--- src/rtl/fir_rom_sequencer.sv ---
// Sequential tap engine for the ROM-based FIR: one shared ROM address port,
// one tap per cycle, registered result held until the consumer takes it.
module fir_rom_sequencer #(
  parameter int TAPS = 4,
  parameter int DW   = 8,
  parameter int PW   = 16,
  parameter int AW   = 18,
  localparam int SW  = $clog2(TAPS)
) (
  input  logic          clk,
  input  logic          rst_n,
  input  logic          in_valid,
  input  logic [DW-1:0] in_data,
  output logic          in_ready,
  input  logic          flush,
  output logic [DW-1:0] rom_addr,
  output logic [SW-1:0] rom_sel,
  input  logic [PW-1:0] rom_data,
  output logic          out_valid,
  output logic [AW-1:0] out_data,
  input  logic          out_ready
);

  typedef enum logic [1:0] {IDLE, MAC, DONE} state_t;

  state_t                  state, state_nxt;
  logic [TAPS-1:0][DW-1:0] dline;
  logic [AW-1:0]           acc;
  logic [AW-1:0]           sum;
  logic [SW-1:0]           idx;
  logic                    last;
  logic                    accept;
  logic                    clr;

  assign sum    = acc + {{(AW-PW){1'b0}}, rom_data};
  assign last   = (idx == SW'(TAPS-1));
  assign clr    = (state == IDLE) & flush;
  assign accept = in_valid & in_ready;

  always_ff @(posedge clk or negedge rst_n)
    if (!rst_n) state <= IDLE;
    else        state <= state_nxt;

  always_comb begin
    state_nxt = state;
    case (state)
      IDLE:    if (accept)    state_nxt = MAC;
      MAC:     if (last)      state_nxt = DONE;
      DONE:    if (out_ready) state_nxt = IDLE;
      default:                state_nxt = IDLE;
    endcase
  end

  // ROM port is parked at 0 whenever no tap is being read
  always_comb begin
    in_ready = (state == IDLE) & ~flush;
    rom_addr = '0;
    rom_sel  = '0;
    if (state == MAC) begin
      rom_addr = dline[idx];
      rom_sel  = idx;
    end
  end

  always_ff @(posedge clk or negedge rst_n)
    if (!rst_n) begin
      dline     <= '0;
      acc       <= '0;
      idx       <= '0;
      out_valid <= 1'b0;
      out_data  <= '0;
    end else begin
      case (state)
        IDLE: begin
          if (clr) dline <= '0;
          else if (accept) begin
            dline <= {dline[TAPS-2:0], in_data};
            acc   <= '0;
            idx   <= '0;
          end
        end
        MAC: begin
          acc <= sum;
          idx <= idx + SW'(1);
          if (last) begin
            out_data  <= sum;
            out_valid <= 1'b1;
          end
        end
        DONE: if (out_ready) out_valid <= 1'b0;
        default: ;
      endcase
    end

endmodule

--- config.mk ---
export PLATFORM = sky130hd
export DESIGN_NAME = fir_rom_sequencer
export DESIGN_NICKNAME = d
export VERILOG_FILES = /design/src/rtl/fir_rom_sequencer.sv
export SDC_FILE = /design/constraint.sdc
export NUM_CORES = 1
export LEC_CHECK = 0
export ABC_AREA = 1
export CAP_MARGIN = 0
export CORE_MARGIN = 2
export CORE_UTILIZATION = 35
export DETAILED_ROUTE_END_ITERATION = 10
export PLACE_DENSITY_LB_ADDON = 0.3
export SLEW_MARGIN = 20
export SYNTH_ARGS = -nofsm -noshare
export SYNTH_HDL_FRONTEND = slang
export SYNTH_SLANG_ARGS = --single-unit
--- constraint.sdc ---
create_clock -name clk -period 1.65 [get_ports clk]
set_clock_uncertainty 0.05 [all_clocks]
set_input_delay 0.4125 -clock clk [delete_from_list [all_inputs] [get_ports clk]]
set_output_delay 0.4125 -clock clk [all_outputs]
set_load 0.01 [all_outputs]
==> flow_summary.json <==
{
  "min_path_type": "in -> async",
  "fin_ws_ns": -0.343,
  "failed_checks": "setup timing",
  "period_share": 1.21,
  "r2r_slack_ns": -0.09,
  "power.density_nw_per_um2": 1930,
  "dp_cells": 744,
  "core-area_um2": 10800,
  "ys.warnings.count": 0,
  "cts_buffers": 9,
  "crit_arrival_ns": 1.53,
  "hold_viol_final": 0,
  "reg2regPathDepth": 11,
  "worst_setup_path_end_kind": "output pin",
  "crit_path_end": "rom_addr[0]",
  "wl_per_cell_um": 14.8,
  "avgSynthCellArea_um2": 7.97,
  "die_h_um": 110,
  "worstPathRequired_ns": 1.19,
  "rows": 38,
  "startpoint_type": "flip-flop",
  "die_area_um2": 12000,
  "cap_violations": 0,
  "reg2reg_from": "acc[0]",
  "vias": 3870,
  "htreeDepth": 3,
  "status": "complete, but fails checks",
  "clk_latency_ns": 0.36,
  "peakVddDrop_mv": 0.999,
  "ys_top_cells_by_area": "dfrtp_1 47%, nand2_1 13%, o21ai_0 7.8%",
  "fp.dieW_um": 110,
  "gp_congestion": 0.838,
  "instances_no_fill": 774,
  "nFillCells": 972,
  "synth_largest_area_cell": "dfrtp_1",
  "ys_types": 27,
  "synth_cells": 490,
  "ys_seq_elements": 73,
  "syn_area_um2": 3900,
  "ant_nets": 0,
  "synth_top_area_share": 0.468,
  "grt_overflow": 0,
  "drt-vias-per-instance": 5.00,
  "insertedDiodeCount": 0,
  "critPathKind": "reg -> out",
  "io_buffers": 58,
  "drt_iter0_markers": 136,
  "tritoncts": "built",
  "clk_pin_slew_ns": 0.08,
  "r2r_end": "out_data[14]",
  "synth_fp_nets": 537,
  "rsz0062_at_grt": "yes",
  "clockBufferDepth": 2,
  "max_stage_delay_ns": 0.46,
  "drive_above_1_share": 0.352,
  "dr.pass1.iters": 4,
  "finalSetupViolations": 32,
  "fmax_mhz": 502,
  "drcViolationCount": 0,
  "drt_wl_total_mm": 11.4,
  "grt_usage": 0.194,
  "period_minus_slack_ns": 1.99,
  "pre_cts_slack_ns": -0.630,
  "hpwl_mm": 7.27,
  "cpMaxStageDelayCell": "dfrtp_2",
  "drv_slew": 0,
  "ioPinCount": 59,
  "grt_pass1_vias": 3958,
  "area_growth_pct": 54.3,
  "hold_slack_ns": 0.429,
  "p_leak_nw": 2.85,
  "cp_cell_sequence": "clkinv_4 -> buf_4 -> o21ai_1 -> a21oi_2 -> buf_2",
  "start_util": 0.360,
  "relSlewSlack": 0.779,
  "startpoint": "idx[0]",
  "seq_area_frac_synth": 0.468,
  "antenna_found_initial": 0,
  "root_buffer": "clkbuf_8",
  "finalSetupTns_ns": -3.73,
  "final_nets": 676,
  "worstPathMaxFanout": 7,
  "worst-slew-pin-transition_ns": 0.332,
  "grt_pass1_wl_mm": 18.1,
  "grt_max_degree": 46,
  "clkSinkCount": 73,
  "power.total_mw": 11.6
}
==> metrics by stage <==
step                       util  area [um^2]
after floorplan               -         3940
after global placement    0.476         5160
after detailed placement  0.476         5160
after CTS                 0.528         5720
after global routing      0.556         6020
final                     0.556         6020
==> layout by cell type (no fill, tap or decap), types with 4 or more instances in the layout <==
cell type	n
nand2_1	101
buf_4	72
dfrtp_1	71
inv_1	44
o21ai_0	40
dlygate4sd2_1	32
nand3_1	25
nand2_2	22
o21ai_1	21
a21oi_1	20
ha_4	17
a21oi_2	16
o22ai_1	16
clkdlybuf4s50_1	14
buf_2	12
nand2_4	10
nand3b_1	10
nor2_1	9
nand3_2	9
clkbuf_8	9
buf_6	8
nor2_4	5
nor2_2	5
clkinvlp_4	5
inv_2	4
==> metal layers <==
layer	vias up	global-route usage	share of wire
met3	16	0.0320	0.037
met5	-	0	0
met4	0	0.0615	0.014
li1	1910	-	-
met1	1862	0.240	0.44
met2	82	0.344	0.51
==> what timing repair did <==
action | in CTS | in global routing
pin swaps | 33 | 33
setup endpoints to repair | 63 | 50
gates resized for setup | 162 | 71
endpoints found under the hold margin | 11 | 0
hold buffers | 1 | 0
gates cloned | 3 | 0
buffers inserted | 4 | 7
==> worst min-delay path by stage <==
| stage | startpoint | endpoint | slack, ns | depth (start not counted) |
|---|---|---|---|---|
| 6_report | rst_n | acc[4] | 0.43 | 2 |
| 5_1_grt | rst_n | out_data[0] | 0.45 | 2 |
| 4_1_cts | rst_n | out_data[4] | 0.43 | 2 |
| 3_5_place_dp | rst_n | out_data[4] | 0.28 | 1 |
| 3_3_place_gp | rst_n | out_data[4] | 0.28 | 1 |
| 2_1_floorplan | rst_n | acc[0] | 0.07 | 0 |
==> logic make-up after synthesis <==
group,share of synthesized area
compound gates,0.161
xor+xnor,0.0135
fa+ha+maj,0.0596
buf+inv,0.0712
flops,0.468
simple gates,0.227
==> cell type report <==
type | count | area, um^2 | area share
Multi-Input combinational cell | 348 | 2400 | 0.398
Sequential cell | 73 | 1830 | 0.304
Timing Repair Buffer | 141 | 1160 | 0.193
Inverter | 53 | 220 | 0.0366
Tap cell | 140 | 175 | 0.0291
Clock buffer | 9 | 124 | 0.0206
Clock inverter | 7 | 93.8 | 0.0156
Timing Repair inverter | 3 | 20.0 | 0.00332
==> cells in the mapped netlist <==
cell type,number
a21o_1,1
a21oi_1,38
a21oi_2,1
a22o_1,1
and2_1,1
buf_2,3
buf_6,2
clkbuf_1,11
clkinv_1,2
dfrtp_1,73
fa_1,1
ha_1,17
inv_1,50
inv_2,1
nand2_1,132
nand2_4,1
nand3_1,37
nand3b_1,10
nor2_1,19
nor2_8,1
nor3_1,3
o21ai_0,61
o21bai_1,1
o22ai_1,16
or2_1,1
xnor2_1,4
xor2_1,2
==> power by group <==
part	switching, mW	internal, mW
combinational	3.82	3.27
sequential	0.493	2.46
clock	0.728	0.851
==> flip-flops by register name, summed over array words and instances, names as in the netlist <==
name and count:
out_data 18, dline 32, state 2, idx 2, out_valid 1, acc 18
==> critical path: cells and delay by family (launching register included) <==
kind                   cells  cell delay, ns
AO/OA/AOI/OAI              2            0.31
flip-flops                 1            0.46
buffers and inverters      3            0.41
Power figures use the tool's default switching activity.
